==> config.mk <==
export PLATFORM = sky130hd
export DESIGN_NAME = multicycle_ctrl
export DESIGN_NICKNAME = d
export VERILOG_FILES = /design/src/rtl/multicycle_ctrl.sv
export SDC_FILE = /design/constraint.sdc
export NUM_CORES = 1
export LEC_CHECK = 0
export CORE_MARGIN = 5
export CORE_UTILIZATION = 31
export DETAILED_ROUTE_END_ITERATION = 10
export PLACE_DENSITY = 0.94
export SYNTH_ARGS = -nofsm -noshare
export SYNTH_HDL_FRONTEND = slang
export SYNTH_SLANG_ARGS = --single-unit
==> constraint.sdc <==
create_clock -name clk -period 2.8 [get_ports clk]
set_input_delay 0.56 -clock clk [delete_from_list [all_inputs] [get_ports clk]]
set_output_delay 0.56 -clock clk [all_outputs]
set_load 0.02 [all_outputs]
==> src/rtl/multicycle_ctrl.sv <==
// Moore-style main controller for the multicycle ARM-subset datapath.
// Optional conditional execution (flag register + CondEx) is enabled with `define MULTICYCLE_CTRL_COND_EN.
module multicycle_ctrl #(
  parameter int DATA_WIDTH = 32
) (
  input  logic        clk,
  input  logic        reset,
  input  logic [11:0] ToControler,
  input  logic [3:0]  Rd,
  input  logic [3:0]  ALUFlags,
  output logic        PCWrite,
  output logic        AdrSrc,
  output logic        MemWrite,
  output logic        IRWrite,
  output logic        RegWrite,
  output logic        ALUSrcA,
  output logic [1:0]  ResultSrc,
  output logic [1:0]  ALUSrcB,
  output logic [1:0]  ImmScr,
  output logic [1:0]  RegSrc,
  output logic [1:0]  ALUControl,
  output logic [3:0]  State
);

  typedef enum logic [3:0] {
    FETCH  = 4'd0,
    DECODE = 4'd1,
    MEMADR = 4'd2,
    MEMRD  = 4'd3,
    MEMWB  = 4'd4,
    MEMWR  = 4'd5,
    EXECR  = 4'd6,
    EXECI  = 4'd7,
    ALUWB  = 4'd8,
    BRANCH = 4'd9
  } state_t;

  if (DATA_WIDTH < 1) begin : gBadWidth
    $error("multicycle_ctrl: DATA_WIDTH must be positive");
  end

  state_t state_q, state_d;
  state_t outState;
  logic [3:0] cond;
  logic [1:0] op;
  logic [5:0] funct;
  logic       condEx;
  logic       rdIsPc;
  logic [1:0] dpAluCtrl;

  assign cond   = ToControler[11:8];
  assign op     = ToControler[7:6];
  assign funct  = ToControler[5:0];
  assign rdIsPc = (Rd == 4'hF);

`ifdef MULTICYCLE_CTRL_COND_EN
  logic [3:0] flags_q, flags_d;
  logic       flagN, flagZ, flagC, flagV;

  assign {flagN, flagZ, flagC, flagV} = flags_q;

  always_ff @(posedge clk) begin
    if (reset) flags_q <= 4'b0000;
    else       flags_q <= flags_d;
  end

  // Reaching EXECR/EXECI implies CondEx was true in DECODE, so only the S bit gates the load.
  always_comb begin
    flags_d = flags_q;
    if (((state_q == EXECR) || (state_q == EXECI)) && funct[0]) flags_d = ALUFlags;
  end

  always_comb begin
    condEx = 1'b0;
    case (cond)
      4'b0000: condEx = flagZ;
      4'b0001: condEx = ~flagZ;
      4'b0010: condEx = flagC;
      4'b0011: condEx = ~flagC;
      4'b0100: condEx = flagN;
      4'b0101: condEx = ~flagN;
      4'b0110: condEx = flagV;
      4'b0111: condEx = ~flagV;
      4'b1000: condEx = flagC & ~flagZ;
      4'b1001: condEx = ~flagC | flagZ;
      4'b1010: condEx = (flagN == flagV);
      4'b1011: condEx = (flagN != flagV);
      4'b1100: condEx = ~flagZ & (flagN == flagV);
      4'b1101: condEx = flagZ | (flagN != flagV);
      4'b1110: condEx = 1'b1;
      default: condEx = 1'b0;
    endcase
  end
`else
  logic unusedCondBits;
  assign unusedCondBits = ^{cond, ALUFlags};
  assign condEx = 1'b1;
`endif

  always_comb begin
    dpAluCtrl = 2'b00;
    case (funct[4:1])
      4'b0100: dpAluCtrl = 2'b00;
      4'b0010: dpAluCtrl = 2'b01;
      4'b0000: dpAluCtrl = 2'b10;
      4'b1100: dpAluCtrl = 2'b11;
      default: dpAluCtrl = 2'b00;
    endcase
  end

  always_ff @(posedge clk) begin
    if (reset) state_q <= FETCH;
    else       state_q <= state_d;
  end

  // Outputs decode from FETCH while reset is high so no stale write strobe escapes mid-instruction.
  assign outState = reset ? FETCH : state_q;
  assign State    = state_q;
  assign ImmScr   = op;
  assign RegSrc   = {op == 2'b01, op == 2'b10};

  always_comb begin
    state_d    = FETCH;
    PCWrite    = 1'b0;
    AdrSrc     = 1'b0;
    MemWrite   = 1'b0;
    IRWrite    = 1'b0;
    RegWrite   = 1'b0;
    ALUSrcA    = 1'b0;
    ResultSrc  = 2'b00;
    ALUSrcB    = 2'b00;
    ALUControl = 2'b00;

    case (state_q)
      FETCH:  state_d = DECODE;
      DECODE: begin
        if (!condEx)            state_d = FETCH;
        else if (op == 2'b01)   state_d = MEMADR;
        else if (op == 2'b00)   state_d = funct[5] ? EXECI : EXECR;
        else if (op == 2'b10)   state_d = BRANCH;
        else                    state_d = FETCH;
      end
      MEMADR: state_d = funct[0] ? MEMRD : MEMWR;
      MEMRD:  state_d = MEMWB;
      EXECR,
      EXECI:  state_d = ALUWB;
      default: state_d = FETCH;
    endcase

    case (outState)
      FETCH: begin
        IRWrite   = 1'b1;
        PCWrite   = 1'b1;
        ALUSrcA   = 1'b1;
        ALUSrcB   = 2'b10;
        ResultSrc = 2'b10;
      end
      DECODE: begin
        ALUSrcA   = 1'b1;
        ALUSrcB   = 2'b10;
        ResultSrc = 2'b10;
      end
      MEMADR: ALUSrcB = 2'b01;
      MEMRD:  AdrSrc  = 1'b1;
      MEMWR: begin
        AdrSrc   = 1'b1;
        MemWrite = 1'b1;
      end
      MEMWB: begin
        ResultSrc = 2'b01;
        PCWrite   = rdIsPc;
        RegWrite  = ~rdIsPc;
      end
      EXECR:  ALUControl = dpAluCtrl;
      EXECI: begin
        ALUSrcB    = 2'b01;
        ALUControl = dpAluCtrl;
      end
      ALUWB: begin
        PCWrite  = rdIsPc;
        RegWrite = ~rdIsPc;
      end
      BRANCH: begin
        ALUSrcB   = 2'b01;
        ResultSrc = 2'b10;
        PCWrite   = 1'b1;
      end
      default: ;
    endcase
  end

endmodule

==> metrics.csv <==
stage,metric,value,unit
route,detail-routed net length per standard cell,12.8,µm
global_routing,Overflow after GRT,0,
cells_and_area,max FFs per register,4,
synthesis,Post-Syn Area per Cell,7.25,µm²
synthesis,summed instance area of the synthesized netlist,428,µm²
critical_path,instance count on the critical path,4,
clock_network,Skew-Pair Late Insertion Delay,0.23,ns
floorplanning,Core Area,1300,µm²
cells_and_area,number of diodes,0,
critical_path,reg2reg setup slack,1.53,ns
clock_network,clock input transition at the sequential cells of the worst setup and hold paths,0.04,ns
synthesis,"flops & latches, synth",4,
synthesis,synthesis warning total,0,
cells_and_area,area added between synthesis and finish,86.8,%
critical_path,category of the critical setup timing path,in -> out,
sta,Highest Clock Rate,381,MHz
critical_path,startpoint of the lowest-slack register-to-register path,State[0],
power_and_ir_drop,"Power, Total",0.000253,W
floorplanning,die extent in y,47.2,µm
critical_path,required time reported for the critical path endpoint,2.24,ns
critical_path,largest fanout on the critical path,7,
global_routing,first-pass GRT wire length,2140,µm
sta,minimum clock period after layout,2.62,ns
floorplanning,Top Ports,42,
critical_path,Critical Path End Type,output port,
placement,weighted congestion at the end of routability-driven global placement,0.726,
synthesis,number of unique standard cell types used by synthesis,32,
synthesis,number of flops mapped to enable cells by yosys,0,
cells_and_area,final core area utilization,61.4,%
clock_network,post-cts hold buffer count,0,
cells_and_area,Nets,118,
critical_path,launching instance or port of the critical path,reset,
route,remaining design rule violation count,0,
sta,pins over their slew limit,0,
route,DR vias/cell,5.24,
power_and_ir_drop,highest ir drop seen on vdd,0.230,mV
placement,number of buffers added on ports,33,
sta,Worst Hold Slack,0.528,ns
clock_network,"Setup Fix Bufs, Post-CTS",0,
floorplanning,# rows,13,
clock_network,CTS root buffer,sky130_fd_sc_hd__clkbuf_4,
clock_network,number of clock sinks,4,
sta,final count of hold timing violations,0,
worst_hold_path,hold crit path type,reg -> reg,
synthesis,post-synthesis async set-or-reset flop share,0,%
sta,final clock skew,0.00103,ns
clock_network,TritonCTS clock tree,done,
critical_path,gate family responsible for the most delay along the worst path,buffers and inverters,
sta,number of setup violations in the final report,0,
route,number of iterations in the first detailed-routing pass,4,
critical_path,worst-path cell chain,"clkdlybuf4s50_1, buf_4, nor4_1, clkdlybuf4s50_1",
sta,Fin Setup TNS,0,ns
route,remaining number of nets flagged by the antenna check after routing,0,
clock_network,number of buffers inserted during clock tree synthesis,3,
power_and_ir_drop,power per unit of standard cell area,316,nW/µm²
critical_path,cell depth of the worst flop-to-flop path,2,
global_routing,number of global-route vias before repair,544,
synthesis,post-synthesis sequential area ratio,18.7,%
floorplanning,Horiz. Die Dim,47.2,µm
critical_path,critical path arrival,2.06,ns
synthesis,cell count after synthesis,59,
synthesis,Post-Syn Nets,81,
sta,setup repair after global routing missed its margin,no,
clock_network,maximum buffer depth of the clock tree,2,
run,# Max-Cap Violations,0,
critical_path,"Largest stage delay, worst path",0.66,ns
route,Routed WL,1390,µm
critical_path,number of buffer and inverter stages on the critical path,3,
synthesis,"Primary FF master, synth",sky130_fd_sc_hd__dfxtp_1,
placement,half-perimeter wire length after placement,1140,µm
critical_path,last element of the critical path,RegWrite,
sta,fin crit share,93.6,%
clock_network,count of H-tree levels built during CTS,1,
clock_network,post-CTS sizing,2,
critical_path,Slowest cell on crit path,sky130_fd_sc_hd__clkdlybuf4s50_1,
critical_path,Critical Path Source Type,input port,
cells_and_area,ratio of cells with drive above 1 in the final layout,13.8,%
critical_path,most frequent CP cell,sky130_fd_sc_hd__clkdlybuf4s50_1,
global_routing,combined global-route utilization of all metal layers,13.3,%
power_and_ir_drop,Pleak,0.352,nW
route,number of design-rule violations left by the first detailed-router iteration,8,
floorplanning,Die ar.,2220,µm²
global_routing,antenna violations before repair,0,
status,result of the run,"finished, final reports clean",
global_routing,largest net degree at the start of global routing,16,
route,via count,571,
critical_path,endpoint of the most critical register-to-register path,State[1],
floorplanning,starting utilization of the core area,32.9,%
sta,transition time of the tightest slew-check pin,0.442,ns
sta,Relative slew margins,70.5,%
[cell families (layout without fill, tap and decap cells)]
| kind of cell | Yosys count | in the layout | synth area share (%) |
|---|---|---|---|
| XOR/XNOR | 4 | 4 | 8.19 |
| buffers and inverters | 9 | 44 | 12.9 |
| flip-flops | 4 | 4 | 18.7 |
| AO/OA/AOI/OAI | 14 | 14 | 20.5 |
| AND/OR/NAND/NOR | 28 | 28 | 39.8 |
[synthesized netlist by cell type (2+ instances only)]
library cell               instances  area (µm²)
sky130_fd_sc_hd__nor2_1            6        22.5
sky130_fd_sc_hd__a21oi_1           4        20.0
sky130_fd_sc_hd__dfxtp_1           4        80.1
sky130_fd_sc_hd__nand2_1           4        15.0
sky130_fd_sc_hd__buf_4             3        22.5
sky130_fd_sc_hd__nor2b_1           3        18.8
sky130_fd_sc_hd__o21ai_0           3        15.0
sky130_fd_sc_hd__xor2_1            3        26.3
sky130_fd_sc_hd__a21o_1            2        15.0
sky130_fd_sc_hd__buf_2             2        10.0
sky130_fd_sc_hd__inv_1             2        7.51
sky130_fd_sc_hd__nand3b_1          2        15.0
sky130_fd_sc_hd__or3b_2            2        17.5
[report_power, final]
group          switching [W]  internal, W  total (W)
sequential        0.00000798    0.0000611  0.0000691
clock              0.0000219    0.0000478  0.0000697
combinational      0.0000517    0.0000625   0.000114
[how the worst min path moves through the flow]
stage | from | slack, ns | to | cells after the start
after floorplan | State[2] | 0.59 | State[3] | 2
after global placement | State[1] | 0.50 | State[3] | 2
after detailed placement | State[1] | 0.52 | State[3] | 2
after CTS | State[1] | 0.53 | State[3] | 2
after global routing | State[1] | 0.58 | State[3] | 2
final | State[1] | 0.53 | State[3] | 2
[stage by stage]
stage / instances / setup slack (ns) / cell area [µm²]
CTS: 109 / 0.0185 / 795
finish: 109 / 0.178 / 800
global placement: 106 / -0.0435 / 774
global route: 109 / 0.120 / 800
floorplan: 59 / 0.709 / 428
detailed placement: 106 / -0.0469 / 774
[per-layer routing]
layer	vias to the layer above	wire, µm	track usage [%]
li1	278	-	-
met1	270	512	13.2
met2	21	717	24.7
met3	2	143	3.07
met4	0	18	8.29
met5	-	0	0
[layout by cell type (no fill, tap or decap), types with 2 or more instances in the layout]
cell	netlist	routed
sky130_fd_sc_hd__nor2b_1	3	3
sky130_fd_sc_hd__a21oi_1	4	4
sky130_fd_sc_hd__clkdlybuf4s50_1	0	29
sky130_fd_sc_hd__dlygate4sd2_1	0	2
sky130_fd_sc_hd__or3b_2	2	2
sky130_fd_sc_hd__nand2_1	4	4
sky130_fd_sc_hd__inv_1	2	2
sky130_fd_sc_hd__dlymetal6s2s_1	0	2
sky130_fd_sc_hd__clkbuf_4	0	3
sky130_fd_sc_hd__xor2_1	3	3
sky130_fd_sc_hd__buf_4	3	6
sky130_fd_sc_hd__o21ai_0	3	3
sky130_fd_sc_hd__a21o_1	2	2
sky130_fd_sc_hd__dfxtp_1	4	4
sky130_fd_sc_hd__nor2_1	6	6
sky130_fd_sc_hd__nand3b_1	2	2
[area by class of cell]
| type | count | area [µm²] |
|---|---|---|
| Multi-Input combinational cell | 46 | 293 |
| Timing Repair Buffer | 39 | 378 |
| Sequential cell | 4 | 80.1 |
| Tap cell | 15 | 18.8 |
| Clock buffer | 3 | 22.5 |
| Fill cell | 130 | 502 |
| Inverter | 2 | 7.51 |
[worst register-to-register path, delay by kind of cell, from the launching register on]
| kind | cells | cell delay, ns |
|---|---|---|
| and+or+nand+nor | 1 | 0.48 |
| AOI/OAI and AO/OA | 1 | 0.13 |
| DFF | 1 | 0.58 |
Power figures use the tool's default switching activity.
